`config.mk`:
```
export PLATFORM = sky130hd
export DESIGN_NAME = alu_seq_ctrl
export DESIGN_NICKNAME = d
export VERILOG_FILES = /design/src/rtl/alu_seq_ctrl.sv
export SDC_FILE = /design/constraint.sdc
export NUM_CORES = 1
export LEC_CHECK = 0
export CAP_MARGIN = 20
export CORE_MARGIN = 8
export CORE_UTILIZATION = 55
export DETAILED_ROUTE_END_ITERATION = 16
export MAX_ROUTING_LAYER = met4
export PLACE_DENSITY = 0.8
export SLEW_MARGIN = 20
export SYNTH_ARGS = -nofsm -noshare
export SYNTH_HDL_FRONTEND = slang
export SYNTH_SLANG_ARGS = --single-unit
```
`constraint.sdc`:
```
create_clock -name clk -period 36.4 [get_ports clk]
set_input_delay 3.64 -clock clk [delete_from_list [all_inputs] [get_ports clk]]
set_output_delay 3.64 -clock clk [all_outputs]
set_load 0.05 [all_outputs]
```
`src/rtl/alu_seq_ctrl.sv`:
```
// rtl/alu_seq_ctrl.sv - multi-cycle ALU sequencer sharing one 64-bit ripple adder
module add_64 (
  input  logic [63:0] a_i,
  input  logic [63:0] b_i,
  output logic [63:0] sum_o,
  output logic        cout_o,
  output logic        of_o
);

  logic carry;

  // Ripple-carry chain, LSB first
  always_comb begin
    carry = 1'b0;
    sum_o = '0;
    for (int i = 0; i < 64; i++) begin
      sum_o[i] = a_i[i] ^ b_i[i] ^ carry;
      carry    = (a_i[i] & b_i[i]) | (carry & (a_i[i] ^ b_i[i]));
    end
    cout_o = carry;
  end

  assign of_o = (a_i[63] == b_i[63]) && (sum_o[63] != a_i[63]);

endmodule

module alu_seq_ctrl #(
  parameter int WIDTH = 64
) (
  input  logic             clk,
  input  logic             rst,
  input  logic             in_valid,
  output logic             in_ready,
  input  logic [WIDTH-1:0] in_a,
  input  logic [WIDTH-1:0] in_b,
  input  logic [1:0]       in_op,
  output logic             out_valid,
  input  logic             out_ready,
  output logic [WIDTH-1:0] out_res,
  output logic             out_zf,
  output logic             out_sf,
  output logic             out_of
);

  localparam logic [1:0] OP_ADD = 2'd0;
  localparam logic [1:0] OP_SUB = 2'd1;
  localparam logic [1:0] OP_AND = 2'd2;
  localparam logic [1:0] OP_XOR = 2'd3;

  typedef enum logic [1:0] {
    ST_IDLE = 2'd0,
    ST_NEG  = 2'd1,
    ST_EXEC = 2'd2,
    ST_DONE = 2'd3
  } state_e;

  state_e           state_q, state_d;
  logic [WIDTH-1:0] a_q, a_d;
  logic [WIDTH-1:0] b_q, b_d;
  logic [1:0]       op_q, op_d;
  logic [WIDTH-1:0] opnd_q, opnd_d;
  logic [WIDTH-1:0] res_q, res_d;
  logic             zf_q, zf_d;
  logic             sf_q, sf_d;
  logic             of_q, of_d;

  logic [WIDTH-1:0] add_a;
  logic [WIDTH-1:0] add_b;
  logic [WIDTH-1:0] add_sum;
  logic             add_cout_unused;
  logic             add_of_unused;

  logic [WIDTH-1:0] exec_res;
  logic             exec_of;

  // Adder operand select, driven only by registered state so live inputs never reach it
  always_comb begin
    add_a = '0;
    add_b = '0;
    case (state_q)
      ST_NEG: begin
        add_a = ~b_q;
        add_b = {{(WIDTH-1){1'b0}}, 1'b1};
      end
      ST_EXEC: begin
        add_a = a_q;
        add_b = (op_q == OP_SUB) ? opnd_q : b_q;
      end
      default: begin
        add_a = '0;
        add_b = '0;
      end
    endcase
  end

  add_64 u_add (
    .a_i    (add_a),
    .b_i    (add_b),
    .sum_o  (add_sum),
    .cout_o (add_cout_unused),
    .of_o   (add_of_unused)
  );

  // EXEC-stage result and overflow; overflow uses the original operands so b = MIN still works
  always_comb begin
    exec_res = add_sum;
    exec_of  = 1'b0;
    case (op_q)
      OP_ADD: exec_of = (a_q[WIDTH-1] == b_q[WIDTH-1]) && (add_sum[WIDTH-1] != a_q[WIDTH-1]);
      OP_SUB: exec_of = (a_q[WIDTH-1] != b_q[WIDTH-1]) && (add_sum[WIDTH-1] != a_q[WIDTH-1]);
      OP_AND: exec_res = a_q & b_q;
      OP_XOR: exec_res = a_q ^ b_q;
      default: begin
        exec_res = add_sum;
        exec_of  = 1'b0;
      end
    endcase
  end

  // Next-state and datapath register updates
  always_comb begin
    state_d = state_q;
    a_d     = a_q;
    b_d     = b_q;
    op_d    = op_q;
    opnd_d  = opnd_q;
    res_d   = res_q;
    zf_d    = zf_q;
    sf_d    = sf_q;
    of_d    = of_q;
    case (state_q)
      ST_IDLE: begin
        if (in_valid) begin
          a_d     = in_a;
          b_d     = in_b;
          op_d    = in_op;
          state_d = (in_op == OP_SUB) ? ST_NEG : ST_EXEC;
        end
      end
      ST_NEG: begin
        opnd_d  = add_sum;
        state_d = ST_EXEC;
      end
      ST_EXEC: begin
        res_d   = exec_res;
        zf_d    = (exec_res == '0);
        sf_d    = exec_res[WIDTH-1];
        of_d    = exec_of;
        state_d = ST_DONE;
      end
      ST_DONE: begin
        if (out_ready) begin
          state_d = ST_IDLE;
        end
      end
      default: state_d = ST_IDLE;
    endcase
  end

  // State and datapath registers; reset discards any in-flight op
  always_ff @(posedge clk or posedge rst) begin
    if (rst) begin
      state_q <= ST_IDLE;
      a_q     <= '0;
      b_q     <= '0;
      op_q    <= 2'd0;
      opnd_q  <= '0;
      res_q   <= '0;
      zf_q    <= 1'b0;
      sf_q    <= 1'b0;
      of_q    <= 1'b0;
    end else begin
      state_q <= state_d;
      a_q     <= a_d;
      b_q     <= b_d;
      op_q    <= op_d;
      opnd_q  <= opnd_d;
      res_q   <= res_d;
      zf_q    <= zf_d;
      sf_q    <= sf_d;
      of_q    <= of_d;
    end
  end

  assign in_ready  = (state_q == ST_IDLE);
  assign out_valid = (state_q == ST_DONE);
  assign out_res   = res_q;
  assign out_zf    = zf_q;
  assign out_sf    = sf_q;
  assign out_of    = of_q;

endmodule
```
# Yosys cells after proc, flatten, opt, wreduce, memory -nomap -nowiden
# Index checks and enable logic that the tools add are counted.
# totals
register_bits	263
latch_bits	0
ram_bits	0
mem_bits_ro	0
inputBits	134
elab_cells	354
memories	0
# op_classes
addsub	0
n_mul	0
div_mod_pow	0
order_cmp	0
eq_ne	12
shifts	0
muxes	9
bitwise_logic	317
n_reduce_logical	7
# op_table
operator	n
64-bit case mux with 2 select lines	3
1-bit XOR	127
1-bit bitwise AND	125
64-bit bitwise AND	1
64-bit logical NOT	1
64-bit two-way mux	1
64-bit inverter	1
64-bit XOR	1
1-bit OR	62
2-bit equality test (second input constant)	4
2-bit case mux with 4 select lines	1
2-bit by 1-bit equality test with 1-bit output (second input constant)	3
2-bit two-way mux	3
2-bit logical NOT	2
2-bit AND reduction	2
1-bit logical AND	2
1-bit != test	2
2-bit by 1-bit != test with 1-bit output (second input constant)	1
2-bit != test (second input constant)	1
1-bit case mux with 2 select lines	1
1-bit equality test	1

# Logic depth before layout (Yosys ltp)
# depth
ltp_word	132
mapped_depth	77
mapped_depth_nobuf	74

# Cells and area by module
# A second synthesis with hierarchy kept.
# unflattened
cells_unflattened	1314
hier_area_um2	14934.3
# modules_own_cells
mod	instances	cells_per_inst	area_each_um2	seq_area_each_um2
alu_seq_ctrl	1	1237	13598.0	6556.3
add_64	1	77	1336.3	0.0

# Least setup slack after synthesis
# Ideal clock, no wire load.
# synth_path
path_type	flip-flop to flip-flop
startpoint	register state_q[0]
endpoint	register zf_q, in the netlist out_zf
arrival_time_ns	29.930
t_required_ns	36.278
path_slack_ns	6.348
path_stages_with_launch	78
path_buffers	3
synth_period_minus_slack_ns	30.052
path_cell_list	dfrtp_1 > inv_1 > ha_1 > and2_1 > clkbuf_1 > clkbuf_1 > clkbuf_1 > nand2_1 > o21ai_0 > ha_1 > fa_1 > fa_1 > fa_1 > fa_1 > fa_1 > fa_1 > fa_1 > fa_1 > [... 42 more ...] > fa_1 > fa_1 > fa_1 > fa_1 > fa_1 > fa_1 > fa_1 > fa_1 > fa_1 > inv_1 > fa_1 > fa_1 > fa_1 > mux2i_1 > nor4_1 > nand4_1 > nor2_1 > a32o_1
# synth_via
elab_chain_cells	130
# synth_lines
element	line	text
from (decl)	57	state_e state_q, state_d;
from (signal assigned)	173	state_q <= state_d;
2-bit equality test or 2-bit by 1-bit equality test with 1-bit output (tied branches)	80, 131	
64-bit case mux with 2 select lines	80	case (state_q)
1-bit bitwise AND or 1-bit XOR (tied branches)	18, 17	
1-bit bitwise AND	18	carry = (a_i[i] & b_i[i]) | (carry & (a_i[i] ^ b_i[i]));
1-bit OR	18	
1-bit bitwise AND	18	
1-bit OR	18	
1-bit bitwise AND	18	
[... 114 more ...]	--	
1-bit OR	18	
1-bit bitwise AND	18	
1-bit OR	18	
1-bit bitwise AND	18	
1-bit OR	18	
1-bit XOR	17	sum_o[i] = a_i[i] ^ b_i[i] ^ carry;
64-bit case mux with 2 select lines	108	case (op_q)
64-bit logical NOT	146	zf_d = (exec_res == '0);
to (signal assigned)	179	zf_q <= zf_d;
to (decl)	63	logic zf_q, zf_d;
# Parallel ways exist; a longest one is shown, timed or not.
# A chain may end at the register's enable or synchronous reset.

# Final worst setup path
# Ends and elaborated chain as after synthesis.

==> impl_metrics.py <==
metrics = {
    "placement": {
        "hpwl_mm": 27.5,
        "place_congestion": 0.872,
        "port_buffers": 202,
    },
    "routing": {
        "vias_per_cell": 5.94,
        "routed-via-count": 10900,
        "drc": 0,
        "dr.pass1.iters": 5,
        "drtIter0Drc": 995,
        "routed_wl_mm": 39.5,
        "final_antenna_net_count": 0,
        "routedWlPerCell_um": 21.5,
    },
    "status": {
        "outcome": "finished clean",
    },
    "floorplan": {
        "die_h_um": 180,
        "io_pins": 203,
        "start_util_pct": 55.7,
        "dieArea_sq_mm": 0.0326,
        "num_rows": 60,
        "core_area_sq_mm": 0.0267,
        "fp.dieW_um": 180,
    },
    "sta": {
        "rsz0062_at_grt": "false",
        "relSlewSlack_pct": 28.6,
        "fin_worst_skew_ns": 0.00752,
        "fin_crit_ns": 31.48,
        "fin_tns_setup_ns": 0,
        "holdWs_ns": 0.504,
        "setup_viol": 0,
        "hold_viol": 0,
        "tightest_slew_ns": 1.07,
        "clock.fmax_mhz": 31.8,
        "slew_violations": 0,
        "fin_crit_sh_pct": 86.5,
    },
    "cts": {
        "cts_tree": "done",
        "numCtsBuffers": 29,
        "cts.sinks": 262,
        "path_clk_slew_ns": 0.06,
        "hold_buffers": 0,
        "cts-root-buf": "clkbuf_16",
        "cts_buffer_depth": 3,
        "ctsResizeCount": 0,
        "postCtsSetupBuffers": 0,
        "htree_levels": 1,
        "clk_latency_ns": 0.56,
    },
    "pwr": {
        "worst_ir_drop_vdd_mv": 0.0711,
        "p_leak_nw": 8.12,
        "power_density_mw_per_mm2": 107,
    },
    "setup_path": {
        "end_kind": "register",
        "path_common_cell": "fa_1",
        "critical-path-slowest-cell": "fa_1",
        "cp-start-kind": "register",
        "worstPathArrival_ns": 31.92,
        "cp_slowest_stage_delay_ns": 0.49,
        "critical_path.top_delay_family": "adder cells",
        "path_buf_inv": 4,
        "path_max_fanout": 62,
        "criticalPathCategory": "register to register",
        "worstPathRequired_ns": 36.85,
    },
    "final_layout": {
        "layout-drive-gt1-share_pct": 21.4,
        "antennaDiodeCount": 0,
        "nets": 1742,
        "area_growth_pct": 21.6,
    },
    "logic_synthesis": {
        "synth_nets": 1583,
        "synth_warnings": 0,
        "ys_seq_area_share_pct": 44.1,
        "syn_area_per_cell_sq_um": 11.3,
        "synth_seq_cells": 262,
        "synth_edf_count": 0,
        "postSynthCellCount": 1317,
        "synth_ff_type": "dfrtp_1",
        "yosysUniqueCellTypes": 37,
        "async_flop_share_pct": 100,
        "syn-cell-area_sq_mm": 0.0149,
    },
    "job": {
        "drv_cap": 0,
    },
    "hold_path": {
        "holdCritPathClass": "register to register",
    },
    "global_routing": {
        "overflow": 0,
        "grt_pass1_vias": 11500,
        "antenna_found_initial": 0,
        "grt_usage_pct": 24.9,
        "grt_pass1_wl_mm": 64.1,
        "grt_max_degree": 101,
    },
}
[per-stage QoR]
| stage | total power (W) | area (sq um) | util, % | setup slack (ns) | std cells |
|---|---|---|---|---|---|
| 6_report | 0.00194 | 18100 | 67.6 | 4.92 | 1836 |
| 5_1_grt | 0.00207 | 18100 | 67.6 | 3.87 | 1836 |
| 4_1_cts | 0.00193 | 18000 | 67.5 | 4.82 | 1835 |
| 3_5_place_dp | 0.00163 | 17100 | 64.0 | 5.02 | 1785 |
| 3_3_place_gp | 0.00159 | 17100 | 64.0 | 5.25 | 1785 |
| 2_1_floorplan | 0.00129 | 14900 | - | 6.35 | 1317 |
[cell type report]
type,count,area (sq um)
Clock inverter,9,116
Multi-Input combinational cell,960,7950
Inverter,8,37.5
Tap cell,341,427
Sequential cell,262,6560
Clock buffer,41,841
Timing Repair Buffer,215,2140
Fill cell,1956,8650
[metal layers]
layer	GRT usage [%]	part of all wire [%]
met5	-	0
met4	8.00	3.1
met1	32.9	42
met3	4.23	6.8
met2	38.9	48
[path summary, 6_finish.rpt]
path                        startpoint     endpoint  slack (ns)  cells past startpoint
max                         state_q[0]       out_zf        4.92                     75
min in group asynchronous          rst       b_q[8]        3.60                      2
min                        out_res[43]  out_res[43]        0.50                      1
max in group asynchronous          rst      op_q[0]       31.54                      3
max reg2reg                 state_q[0]       out_zf        4.92                     75
min reg2reg                out_res[43]  out_res[43]        0.50                      1
[kinds of logic (layout without fill, tap and decap cells)]
kind of cell,Yosys count,after routing,synth area share [%]
buffers and inverters,95,273,2.67
AND/OR/NAND/NOR,304,304,8.22
multiplexers,317,317,23.4
flip-flops,262,262,44.1
XOR/XNOR,3,3,0.269
AO/OA/AOI/OAI,204,204,7.09
adder cells (fa/ha/maj),132,132,14.2
[where the power goes]
part	switching, W	total, W	internal [W]
clock network	0.000119	0.000294	0.000175
registers	0.000157	0.000588	0.000431
logic	0.000607	0.00105	0.000447
[synthesized netlist by cell type (2+ instances only)]
| library cell | number | share of area, % |
|---|---|---|
| nand4_1 | 5 | 0.21 |
| buf_2 | 14 | 0.47 |
| fa_1 | 62 | 8.3 |
| nor3_1 | 2 | 0.067 |
| nand2b_1 | 2 | 0.084 |
| nor2_1 | 69 | 1.7 |
| inv_1 | 8 | 0.20 |
| mux2_2 | 250 | 19 |
| clkbuf_1 | 59 | 1.5 |
| buf_1 | 9 | 0.23 |
| a21oi_1 | 125 | 4.2 |
| buf_4 | 4 | 0.20 |
| ha_1 | 70 | 5.9 |
| nor4_1 | 14 | 0.59 |
| o21ai_0 | 70 | 2.4 |
| nand2_1 | 206 | 5.2 |
| dfrtp_1 | 262 | 44 |
| mux2i_1 | 67 | 4.5 |
[cells in the final DEF, fill, tap and decap left out, types with 2 or more instances in the layout]
master	Yosys	layout
inv_1	8	7
clkdlybuf4s50_1	0	202
nand2_2	0	2
dfrtp_1	262	260
nor3_1	2	2
mux2_2	250	250
o21ai_0	70	70
clkbuf_8	0	7
nand4_1	5	5
clkbuf_16	0	29
mux2i_1	67	67
clkinv_2	0	4
dfrtp_4	0	2
clkbuf_1	59	5
ha_1	70	68
buf_4	4	11
nor2_1	69	69
nor4_1	14	14
fa_1	62	62
nand2_1	206	203
a21oi_1	125	125
bufinv_16	0	2
[flip-flops by register name (all words and copies together) (netlist names)]
register,count
a_q,64
b_q,64
opnd_q,64
out_res,64
op_q,2
state_q,2
out_of,1
out_zf,1
No activity file was read; power rests on OpenSTA's default activity.
